[src/rtl/feature_frame_assembler.sv]
// rtl/feature_frame_assembler.sv - serial channel beats to packed, double-buffered feature frames
module feature_frame_assembler #(
    parameter int NUM_CHANNEL   = 214,
    parameter int CHANNEL_WIDTH = 2,
    parameter int CH_CNT_WIDTH  = 8
) (
    input  logic                                 clk,
    input  logic                                 rst,
    input  logic                                 ch_valid,
    output logic                                 ch_ready,
    input  logic [CHANNEL_WIDTH-1:0]             ch_data,
    input  logic                                 ch_last,
    output logic                                 fout_valid,
    input  logic                                 fout_ready,
    output logic [NUM_CHANNEL*CHANNEL_WIDTH-1:0] features_top,
    output logic                                 frame_err
);

    localparam int FRAME_WIDTH = NUM_CHANNEL * CHANNEL_WIDTH;
    localparam logic [CH_CNT_WIDTH-1:0] LAST_CNT = CH_CNT_WIDTH'(NUM_CHANNEL - 1);

    typedef enum logic [1:0] {
        ST_FILL,
        ST_DRAIN,
        ST_HOLD
    } state_t;

    state_t                  state;
    state_t                  state_nxt;
    logic [CH_CNT_WIDTH-1:0] count;
    logic [CH_CNT_WIDTH-1:0] count_nxt;
    logic [FRAME_WIDTH-1:0]  fill_buf;
    logic [FRAME_WIDTH-1:0]  fill_merged;
    logic [FRAME_WIDTH-1:0]  out_buf;
    logic                    out_valid;
    logic                    err_q;
    logic                    err_nxt;
    logic                    fill_wr;
    logic                    load_from_beat;
    logic                    load_from_hold;
    logic                    out_free;

    // The output register can take a new frame if it is empty or is being consumed this cycle.
    assign out_free     = ~out_valid | fout_ready;
    assign fout_valid   = out_valid;
    assign features_top = out_buf;
    assign frame_err    = err_q;

    // Fill buffer with the current beat dropped into its slot; channel 0 lands in the MSBs.
    always_comb begin
        fill_merged = fill_buf;
        for (int i = 0; i < NUM_CHANNEL; i++) begin
            if (count == CH_CNT_WIDTH'(i)) begin
                fill_merged[(NUM_CHANNEL - i) * CHANNEL_WIDTH - 1 -: CHANNEL_WIDTH] = ch_data;
            end
        end
    end

    // Next-state, beat acceptance and framing checks.
    always_comb begin
        state_nxt      = state;
        count_nxt      = count;
        ch_ready       = 1'b0;
        fill_wr        = 1'b0;
        load_from_beat = 1'b0;
        load_from_hold = 1'b0;
        err_nxt        = 1'b0;
        case (state)
            ST_FILL: begin
                ch_ready = 1'b1;
                if (ch_valid) begin
                    fill_wr = 1'b1;
                    if (count == LAST_CNT) begin
                        if (ch_last) begin
                            count_nxt = '0;
                            if (out_free) begin
                                load_from_beat = 1'b1;
                            end else begin
                                state_nxt = ST_HOLD;
                            end
                        end else begin
                            err_nxt   = 1'b1;
                            state_nxt = ST_DRAIN;
                        end
                    end else if (ch_last) begin
                        err_nxt   = 1'b1;
                        count_nxt = '0;
                    end else begin
                        count_nxt = count + CH_CNT_WIDTH'(1);
                    end
                end
            end
            ST_DRAIN: begin
                ch_ready = 1'b1;
                if (ch_valid && ch_last) begin
                    count_nxt = '0;
                    state_nxt = ST_FILL;
                end
            end
            ST_HOLD: begin
                if (out_free) begin
                    load_from_hold = 1'b1;
                    count_nxt      = '0;
                    state_nxt      = ST_FILL;
                end
            end
            default: begin
                count_nxt = '0;
                state_nxt = ST_FILL;
            end
        endcase
    end

    // State, channel counter and error pulse registers.
    always_ff @(posedge clk or negedge rst) begin
        if (!rst) begin
            state <= ST_FILL;
            count <= '0;
            err_q <= 1'b0;
        end else begin
            state <= state_nxt;
            count <= count_nxt;
            err_q <= err_nxt;
        end
    end

    // Fill buffer collects beats of the frame under construction.
    always_ff @(posedge clk or negedge rst) begin
        if (!rst) begin
            fill_buf <= '0;
        end else if (fill_wr) begin
            fill_buf <= fill_merged;
        end
    end

    // Output register: loads a completed frame directly or from HOLD, clears valid after handshake.
    always_ff @(posedge clk or negedge rst) begin
        if (!rst) begin
            out_buf   <= '0;
            out_valid <= 1'b0;
        end else if (load_from_beat) begin
            out_buf   <= fill_merged;
            out_valid <= 1'b1;
        end else if (load_from_hold) begin
            out_buf   <= fill_buf;
            out_valid <= 1'b1;
        end else if (fout_ready) begin
            out_valid <= 1'b0;
        end
    end

endmodule

[config.mk]
export PLATFORM = sky130hd
export DESIGN_NAME = feature_frame_assembler
export DESIGN_NICKNAME = d
export VERILOG_FILES = /design/src/rtl/feature_frame_assembler.sv
export SDC_FILE = /design/constraint.sdc
export NUM_CORES = 1
export LEC_CHECK = 0
export CORE_MARGIN = 3
export CORE_UTILIZATION = 60
export DETAILED_ROUTE_END_ITERATION = 16
export PLACE_DENSITY = 0.85
export SLEW_MARGIN = 20
export SYNTH_ARGS = -nofsm -noshare
export SYNTH_HDL_FRONTEND = slang
export SYNTH_SLANG_ARGS = --single-unit
[constraint.sdc]
create_clock -name clk -period 6.03 [get_ports clk]
set_clock_uncertainty 0.1 [all_clocks]
set_input_delay 1.206 -clock clk [delete_from_list [all_inputs] [get_ports clk]]
set_output_delay 1.206 -clock clk [all_outputs]
set_load 0.01 [all_outputs]
# == Word-level counts from Yosys, hierarchy flattened ==
# Cells that the tools add are included.
# totals
output_inout_bits,431
in_bits,7
wordCells,485
register_bits,868
# op_classes
reduce_logical,8
addsub,1
eq_ne,221
bitwise_logic,2
muxes,247
# ops
operator,count
$mux 428,2
$eq 8x8->1 const B,86
$eq 8x7->1 const B,64
$mux 2,220
$eq 8x6->1 const B,32
$eq 8x5->1 const B,16
$eq 8x4->1 const B,8
$mux 8,6
$eq 8x3->1 const B,4
$pmux 8 s3,1
$mux 1,17
$eq 8x2->1 const B,2
$add 8x1->8 const B,1
$eq 8x1->1 const B,1
$logic_not 8->1,1
$ne 2x2->1 const B,4
$ne 3x3->1 const B,2
$pmux 2 s3,1
$reduce_and 5->1,1
$reduce_and 4->1,1
$reduce_bool 3->1,1
$eq 2x1->1 const B,1
$eq 2x2->1 const B,1
$logic_not 2->1,1
5 further kinds,5

# == Depth between registers and ports, before layout ==
# Gate-level depths: netlist of run 1.
# logic_depth
depth_word,8
ltp_mapped,10
depth_no_buf,6

# == Worst setup path after synthesis of run 1 ==
# OpenSTA, ideal clock, no wires.
# synth_path
kind,input-to-reg
start,input fout_ready
end,"register out_buf[402], in the netlist features_top[402]"
slack_ps,3099
stages,8
arrival_time_ps,2707
setup_time_ps,125
required_ps,5805
path_cell_list,nand2b_1 > clkbuf_1 > and3_1 > clkbuf_1 > a21oi_2 > buf_2 > buf_2 > mux2_2
# synth_between
elab_chain_cells,7
# synth_lines
element,line_no,rtl
start: declaration,14,"input logic fout_ready,"
$or 1x1->1 (*),44,assign out_free = ~out_valid | fout_ready;
$mux 1 (*),"76, 101",
$mux 1,74,if (ch_last) begin
$mux 1,73,if (count == LAST_CNT) begin
$mux 1,71,if (ch_valid) begin
$mux 1,68,case (state)
$mux 428 or $reduce_bool 2->1 (tied branches),--,
end signal: assignment,142,out_buf <= fill_merged;
end signal: assignment,145,out_buf <= fill_buf;
end: declaration,34,logic [FRAME_WIDTH-1:0] out_buf;
# Mark *: on every way between the ends. The rest lies on a longest branch, timed or not.
# A chain may end at the register's enable or synchronous reset.

# == Worst setup path after layout of run 1 ==
# layout_path
start,input fout_ready
end,"register out_buf[243], in the netlist features_top[243]"
# Same word-level chain as after synthesis.

==> impl_metrics.tcl, run 1 <==
set metrics [dict create \
    status "completed" \
    drv_slew 0 \
    timing.final.crit_share 0.680 \
    clock_tree.buffer_depth 3 \
    drv_cap 0 \
    drtIter0Drc 1867 \
    synth.area.top_cells "dfrtp_1, mux2_2, a22o_1" \
    cp_max_fo 135 \
    antenna_found_initial 0 \
    final_common_cell "dfrtp_1" \
    place_area_um2 40200 \
    max-slew-margin-rel 0.182 \
    finalSetupViolCount 0 \
    cts_htree_levels 3 \
    ys_types 59 \
    grt.overflow.total 0 \
    setup_slack_ps 1930 \
    clockRootBuffer "clkbuf_16" \
    ctsHoldBuffers 0 \
    synth_ff_type "dfrtp_1" \
    routedWlPerCell_um 25.8 \
    drc 0 \
    vias_per_cell 6.15 \
    postRouteAntennaNets 0 \
    peakVddDrop_uv 235 \
    wl_mm 94.6 \
    use_met3 0.0663 \
    fin_area_um2 42900 \
    min_path_cells 1 \
    hold_viol 0 \
    drive_above_1_share 0.324 \
    cts_tree "yes" \
    dp_slack_ps 1400 \
    ys_warn_count 0 \
    tightest_slew_ps 1230 \
    yosysTopAreaCell "dfrtp_1" \
    synth_edf_count 0 \
    grt_util_met1 0.403 \
    max_freq_mhz 244 \
    fin_nets 2845 \
    min_path_type "reg -> reg" \
    crit_arrival_ps 4510 \
    r2r_cells 7 \
    syn_inst 2465 \
    slowest_stage "a21oi_4" \
    vias 22530 \
    end_kind "flip-flop" \
    coreArea_um2 57900 \
    place_hpwl_mm 61.2 \
    final.min_clock_period_ps 4100 \
    grt_usage 0.306 \
    gp_congestion 0.849 \
    critPathKind "in -> reg" \
    rsz0062_at_grt "false" \
    synth-seq-cells 868 \
    power_density_nw_per_um2 277 \
    postCtsSetupRepairBufs 0 \
    io_pins 438 \
    seq_area_frac_synth 0.616 \
    p_leak_nw 20.6 \
    cp.required_ps 6440 \
    grt_pass1_vias 23606 \
    worstPathCellList "clkdlybuf4s50_1 -> nand2b_1 -> and2_2 -> a21oi_4 -> buf_12 -> mux2_2" \
    port_buffers 437 \
    diodes 0 \
    synth_top_area_frac 0.616 \
    async_flop_share 1.00 \
    syn-num-nets 2476 \
    drt-pass1-iter-count 5 \
    busiest_layer "met2" \
    max_stage_delay_ps 770 \
    regToRegSetupSlack_ps 2270 \
    grt_start_max_net_pins 151 \
    area_growth_pct 21.8 \
    use_met2 0.503 \
    tns_ps 0 \
    die_area_um2 61700 \
    cts_sinks 868 \
    syn_area_um2 35200 \
    clk_latency_ps 640 \
    ctsResizeCount 0 \
    die_x_um 248 \
    cts-buffers-inserted 85 \
    mostFrequentLayoutCells "dfrtp_1, mux2_2, clkdlybuf4s50_1" \
    postSynthAreaPerCell_um2 14.3 \
    timing.hold.ws_ps 380 \
    setup.worst_path.start_class "primary input" \
    start_util 0.609 \
    core.rowCount 88 \
    clkSlewWorstSetupHoldPaths_ps 60 \
    die_h_um 248 \
    grt_pass1_wl_mm 143 \
]
==> cells by family after synthesis <==
| kind of cell | Yosys count | share of synthesized area |
|---|---|---|
| adder cells (fa/ha/maj) | 4 | 0.00142 |
| AND/OR/NAND/NOR | 344 | 0.0496 |
| flip-flops | 868 | 0.616 |
| XOR/XNOR | 1 | 0.000249 |
| multiplexers | 776 | 0.250 |
| AO/OA/AOI/OAI | 261 | 0.0567 |
| buffers and inverters | 211 | 0.0259 |
==> critical path: cells and delay by family <==
family / cells / cell delay, ps
buffers and inverters: 2 / 1000
AOI/OAI and AO/OA: 1 / 770
muxes: 1 / 420
and+or+nand+nor: 2 / 950
==> metrics by stage <==
stage	cells	power [W]	util
global route	3662	0.0122	0.742
finish	3662	0.0119	0.742
detailed placement	3512	0.00670	0.693
global placement	3512	0.00665	0.693
CTS	3662	0.0120	0.741
floorplan	2465	0.00642	-
==> area by class of cell <==
class | count | area, µm²
sequential | 868 | 21700
clock buffer | 128 | 2500
clock inverter | 22 | 274
timing repair buffer | 479 | 4800
tap | 765 | 957
inverter | 14 | 52.6
multi-input combinational | 1386 | 12600
fill | 3465 | 15000
==> final timing paths <==
check,from,to
setup / recovery,fout_ready,features_top[243]
hold / removal,fill_buf[422],features_top[422]
setup reg to reg,count[1],features_top[243]
hold reg to reg,fill_buf[422],features_top[422]
max in group asynchronous,rst,features_top[73]
min in group asynchronous,rst,features_top[286]
==> power by group <==
part	internal (W)	total (W)	switching, W
logic	0.000163	0.000528	0.000366
registers	0.00597	0.00606	0.0000988
clock network	0.00308	0.00529	0.00221
total	0.00921	0.0119	0.00267
==> cells in the mapped netlist (13+ instances only) <==
cell,n
dfrtp_1,868
mux2_2,716
nand2_1,173
clkbuf_1,115
a22o_1,80
buf_2,70
nor2_1,54
o21ai_0,39
mux2_1,34
o2111ai_1,34
o211ai_1,34
o21a_1,34
mux2_4,20
inv_1,14
o31ai_1,13
==> flip-flops by register name (all words and copies together), names as in the netlist <==
name and cells:
frame_err 1, fout_valid 1, count 8, features_top 428
fill_buf 428, state 2
==> routing by layer <==
layer	vias to the layer above	wire (µm)
met3	199	7020
met2	927	46400
met5	-	0
met4	0	3750
met1	11834	37400
li1	9570	-
Power figures use the tool's default switching activity.
==> run 2: changes to the inputs <==
--- a/config.mk
+++ b/config.mk
@@ -6,9 +6,9 @@
 export NUM_CORES = 1
 export LEC_CHECK = 0
 export CORE_MARGIN = 3
-export CORE_UTILIZATION = 60
+export CORE_UTILIZATION = 56
 export DETAILED_ROUTE_END_ITERATION = 16
-export PLACE_DENSITY = 0.85
+export PLACE_DENSITY = 0.8
 export SLEW_MARGIN = 20
 export SYNTH_ARGS = -nofsm -noshare
 export SYNTH_HDL_FRONTEND = slang
==> constraint.sdc (replaced) <==
create_clock -name clk -period 3.78 [get_ports clk]
set_clock_uncertainty 0.1 [all_clocks]
set_input_delay 0.756 -clock clk [delete_from_list [all_inputs] [get_ports clk]]
set_output_delay 0.756 -clock clk [all_outputs]
set_load 0.01 [all_outputs]
==> impl_metrics.tcl, run 2 (synthesized netlist as in run 1, its figures left out) <==
set metrics [dict create \
    utilization 0.703 \
    cts_htree_levels 3 \
    grt.overflow.total 0 \
    drtIter0Drc 1739 \
    cp.required_ps 4190 \
    rsz0062_at_grt "false" \
    crit_arrival_ps 3440 \
    port_buffers 437 \
    drv_cap 0 \
    core.rowCount 91 \
    peakVddDrop_uv 334 \
    slowest_stage "and3b_1" \
    setup.worst_path.start_class "flip-flop" \
    tns_ps 0 \
    status "completed" \
    die_x_um 257 \
    ctsResizeCount 0 \
    p_seq_frac 0.500 \
    critPathKind "reg -> reg" \
    start_util 0.569 \
    power_density_nw_per_um2 445 \
    tightest_slew_ps 1050 \
    grt_pass1_vias 23514 \
    max_stage_delay_ps 740 \
    power_switching_w 0.00434 \
    grt_usage 0.287 \
    intPower_w 0.0150 \
    p_comb_frac 0.045 \
    cp_max_fo 12 \
    die_h_um 257 \
    final_common_cell "dfrtp_1" \
    cts-buffers-inserted 88 \
    vias_per_cell 5.96 \
    grt_start_max_net_pins 132 \
    drive_above_1_share 0.333 \
    cts_sinks 868 \
    clkSlewWorstSetupHoldPaths_ps 60 \
    fillers 4103 \
    clk_latency_ps 620 \
    postRouteAntennaNets 0 \
    cts_tree "yes" \
    vias 22502 \
    drv_slew 0 \
    drc 0 \
    hold_viol 0 \
    coreArea_um2 61900 \
    die_area_um2 66000 \
    dp_cells 3615 \
    timing.final.crit_share 0.801 \
    antenna_found_initial 4 \
    io_pins 438 \
    final.min_clock_period_ps 3030 \
    area_growth_pct 23.5 \
    min_path_type "reg -> reg" \
    worstPathCellList "inv_1 -> ha_1 -> and3b_1 -> nand2_1 -> a2111o_1 -> a22o_1" \
    end_kind "flip-flop" \
    gp_congestion 0.826 \
    clkPwrFrac 0.455 \
    wl_mm 95.4 \
    max-slew-margin-rel 0.298 \
    finalSetupViolCount 0 \
    grt_pass1_wl_mm 145 \
    routedWlPerCell_um 25.3 \
    place_hpwl_mm 62.4 \
    p_leak_nw 20.9 \
    swShare 0.224 \
    max_freq_mhz 330 \
    clockRootBuffer "clkbuf_16" \
    final_cells 3775 \
    fin_nets 2880 \
    drt-pass1-iter-count 8 \
    clock_tree.buffer_depth 3 \
    mostFrequentLayoutCells "dfrtp_1, mux2_2, clkdlybuf4s50_1" \
]
==> run 2: changes by cell type in the layout (fill, tap and decap cells not counted), sizes merged <==
| cell | before | now |
|---|---|---|
| buf | 45 | 76 |
| clkinv | 13 | 16 |
| dlygate4sd3 | 0 | 1 |
| bufinv | 5 | 7 |
| clkbuf | 128 | 130 |
| diode | 0 | 2 |
==> run 2: through the flow <==
| step | power [W] | hold WS [ps] | setup WS, ps | cell area (µm²) |
|---|---|---|---|---|
| finish | 0.0194 | 380 | 751 | 43500 |
| global route | 0.0200 | 402 | 696 | 43500 |
| global placement | 0.0107 | 362 | 481 | 40600 |
| CTS | 0.0195 | 381 | 809 | 43500 |
| floorplan | 0.0102 | 352 | 1300 | 35200 |
| detailed placement | 0.0107 | 368 | 435 | 40600 |
==> run 2: power groups by stage <==
stage | combinational, W | sequential, W | clock (W)
3_5_place_dp | 0.000878 | 0.00984 | 0
3_3_place_gp | 0.000836 | 0.00982 | 0
4_1_cts | 0.000884 | 0.00968 | 0.00893
5_1_grt | 0.000956 | 0.00970 | 0.00930
2_1_floorplan | 0.000461 | 0.00978 | 0
6_report | 0.000875 | 0.00968 | 0.00880
==> run 2: routing by layer <==
layer | vias up | wire [µm] | track usage
met5 | - | 13 | 0
met4 | 2 | 3530 | 0.111
met3 | 177 | 7270 | 0.0699
met2 | 868 | 47400 | 0.479
met1 | 11808 | 37100 | 0.365
li1 | 9647 | - | -
==> run 2: final timing paths <==
| check | from | endpoint | slack [ps] | cells after the start |
|---|---|---|---|---|
| max | count[0] | features_top[30] | 750 | 6 |
| min | fill_buf[412] | features_top[412] | 380 | 1 |
| max reg2reg | count[0] | features_top[30] | 750 | 6 |
| min reg2reg | fill_buf[412] | features_top[412] | 380 | 1 |
| max in group asynchronous | rst | fill_buf[46] | 1810 | 3 |
| min in group asynchronous | rst | features_top[299] | 610 | 2 |
==> run 2: critical path, delay by kind of cell, from the launching register on <==
kind | cells | cell delay, ps
fa+ha+maj | 1 | 540
simple gates | 2 | 1040
buf+inv | 1 | 110
compound gates | 2 | 670
flops | 1 | 440
==> run 2: final cells by class <==
cell class / instances / area, µm² / area share
clock buffers: 130 / 2590 / 0.0595
multi-input cells: 1386 / 12600 / 0.290
repair buffers: 511 / 5150 / 0.118
flip-flops and latches: 868 / 21700 / 0.499
diodes: 2 / 5.00 / 0.000115
clock inverters: 27 / 342 / 0.00784
inverters: 14 / 52.6 / 0.00121
well taps: 837 / 1050 / 0.0241
==> run 2: what timing repair did <==
item                      4_1_cts  5_1_grt
setup buffers                   0        0
hold endpoints to repair        7        0
hold buffers                    1        0
==> run 3: changes to the inputs <==
--- a/config.mk
+++ b/config.mk
@@ -6,9 +6,9 @@
 export NUM_CORES = 1
 export LEC_CHECK = 0
 export CORE_MARGIN = 3
-export CORE_UTILIZATION = 56
+export CORE_UTILIZATION = 50
 export DETAILED_ROUTE_END_ITERATION = 16
-export PLACE_DENSITY = 0.8
+export PLACE_DENSITY = 0.76
 export SLEW_MARGIN = 20
 export SYNTH_ARGS = -nofsm -noshare
 export SYNTH_HDL_FRONTEND = slang
==> constraint.sdc (replaced) <==
create_clock -name clk -period 2.5 [get_ports clk]
set_clock_uncertainty 0.1 [all_clocks]
set_input_delay 0.5 -clock clk [delete_from_list [all_inputs] [get_ports clk]]
set_output_delay 0.5 -clock clk [all_outputs]
set_load 0.01 [all_outputs]
==> impl_metrics.tcl, run 3 (synthesized netlist as in run 1, its figures left out) <==
set metrics [dict create \
    coreArea_um2 69200 \
    tns_ps 0 \
    rr_endpoint "features_top[165]" \
    max-slew-margin-rel 0.482 \
    p_comb_frac 0.049 \
    clock_tree.buffer_depth 3 \
    reg2reg_from "count[1]" \
    swShare 0.228 \
    clockRootBuffer "clkbuf_16" \
    clk_latency_ps 630 \
    end_kind "flip-flop" \
    cts_sinks 868 \
    p_seq_frac 0.497 \
    antenna_found_initial 2 \
    peakVddDrop_uv 616 \
    drv_slew 0 \
    setup_slack_ps 100 \
    setup.worst_path.start_class "flip-flop" \
    p_leak_nw 21.5 \
    area_growth_pct 27.3 \
    grt_start_max_net_pins 122 \
    max_stage_delay_ps 360 \
    cts-buffers-inserted 88 \
    max_freq_mhz 417 \
    die_h_um 272 \
    clkSlewWorstSetupHoldPaths_ps 60 \
    port_buffers 437 \
    power_density_nw_per_um2 655 \
    critPathKind "reg -> reg" \
    rsz0062_at_grt "false" \
    drive_above_1_share 0.356 \
    worstPathCellList "inv_1 -> ha_1 -> and3b_1 -> and3_1 -> a21oi_4 -> buf_12 -> buf_12 -> mux2_2" \
    grt_usage 0.263 \
    cts_htree_levels 3 \
    io_pins 438 \
    min_to "fill_buf[1]" \
    vias_per_cell 5.75 \
    wl_mm 96.9 \
    mostFrequentLayoutCells "dfrtp_1, mux2_2, clkdlybuf4s50_1" \
    slowest_stage "dfrtp_1" \
    routedWlPerCell_um 24.5 \
    intPower_w 0.0227 \
    grt.overflow.total 0 \
    finalSetupViolCount 0 \
    r2r_cells 8 \
    grt_pass1_vias 24294 \
    regToRegSetupSlack_ps 100 \
    tightest_slew_ps 775 \
    cp.required_ps 2900 \
    cp_max_fo 29 \
    final_common_cell "dfrtp_1" \
    min_from "ch_data[1]" \
    dp_slack_ps -371 \
    fin_nets 2970 \
    drc 0 \
    min_path_type "in -> reg" \
    die_area_um2 73700 \
    vias 22784 \
    grt_pass1_wl_mm 149 \
    timing.final.crit_share 0.960 \
    drtIter0Drc 1767 \
    status "completed" \
    gp_congestion 0.860 \
    postCtsSetupRepairBufs 0 \
    cpMostUsedCell "buf_12" \
    fillers 4994 \
    min_path_cells 3 \
    die_x_um 272 \
    start_util 0.509 \
    drt-pass1-iter-count 6 \
    power_switching_w 0.00670 \
    final.min_clock_period_ps 2400 \
    postRouteAntennaNets 0 \
    drv_cap 0 \
    cts_tree "yes" \
    hold_viol 0 \
    core.rowCount 96 \
    clkPwrFrac 0.453 \
    crit_arrival_ps 2800 \
    place_hpwl_mm 65.4 \
]
==> run 3: power by group through the flow <==
stage	clock network (W)	registers (W)	logic, W
floorplan	0	0.0148	0.000697
finish	0.0133	0.0146	0.00145
global route	0.0142	0.0147	0.00159
global placement	0	0.0148	0.00139
CTS	0.0136	0.0146	0.00147
detailed placement	0	0.0149	0.00145
==> run 3: final cells by class <==
| cell class | count | area [µm²] | area share |
|---|---|---|---|
| Multi-Input combinational cell | 1386 | 12700 | 0.282 |
| Clock buffer | 134 | 2670 | 0.0594 |
| Clock inverter | 26 | 303 | 0.00675 |
| Sequential cell | 868 | 21700 | 0.484 |
| Tap cell | 931 | 1160 | 0.0260 |
| Antenna cell | 1 | 2.50 | 0.0000558 |
| Inverter | 14 | 52.6 | 0.00117 |
| Timing Repair Buffer | 601 | 6310 | 0.141 |
==> run 3: stage by stage <==
| step | cells | instance area, µm² | hold WS (ps) | total power [W] | utilization |
|---|---|---|---|---|---|
| finish | 3961 | 44900 | 181 | 0.0294 | 0.649 |
| global route | 3960 | 44900 | 213 | 0.0304 | 0.649 |
| CTS | 3960 | 44900 | 140 | 0.0297 | 0.648 |
| detailed placement | 3799 | 41900 | 369 | 0.0163 | 0.605 |
| global placement | 3799 | 41900 | 361 | 0.0162 | 0.605 |
| floorplan | 2465 | 35200 | 104 | 0.0155 | - |
==> run 3: worst max path at each step <==
stage	startpoint	to	cells past startpoint
6_report	count[1]	features_top[165]	8
5_1_grt	count[0]	features_top[228]	6
4_1_cts	count[5]	features_top[30]	5
3_5_place_dp	fout_ready	count[3]	6
3_3_place_gp	ch_valid	fill_buf[329]	8
2_1_floorplan	count[1]	features_top[402]	10
==> run 3: timing repair <==
| item | CTS | global route |
|---|---|---|
| hold buffers | 1 | 0 |
| pin swaps | 0 | 0 |
| resized for setup | 2 | 7 |
| endpoints found under the hold margin | 12 | 0 |
| endpoints found under the setup margin | 2 | 19 |
==> run 3: metal layers <==
| layer | wire length [µm] | global-route usage |
|---|---|---|
| met2 | 48200 | 0.443 |
| met4 | 2910 | 0.0836 |
| met5 | 0 | 0 |
| met3 | 6950 | 0.0567 |
| met1 | 38800 | 0.341 |
==> run 3: worst max-delay path, delay by kind of cell (launching register included) <==
| kind | cells | cell delay, ps |
|---|---|---|
| AOI/OAI and AO/OA | 1 | 210 |
| adders and majority gates | 1 | 190 |
| buffers and inverters | 3 | 610 |
| DFF | 1 | 360 |
| muxes | 1 | 360 |
| and+or+nand+nor | 2 | 400 |
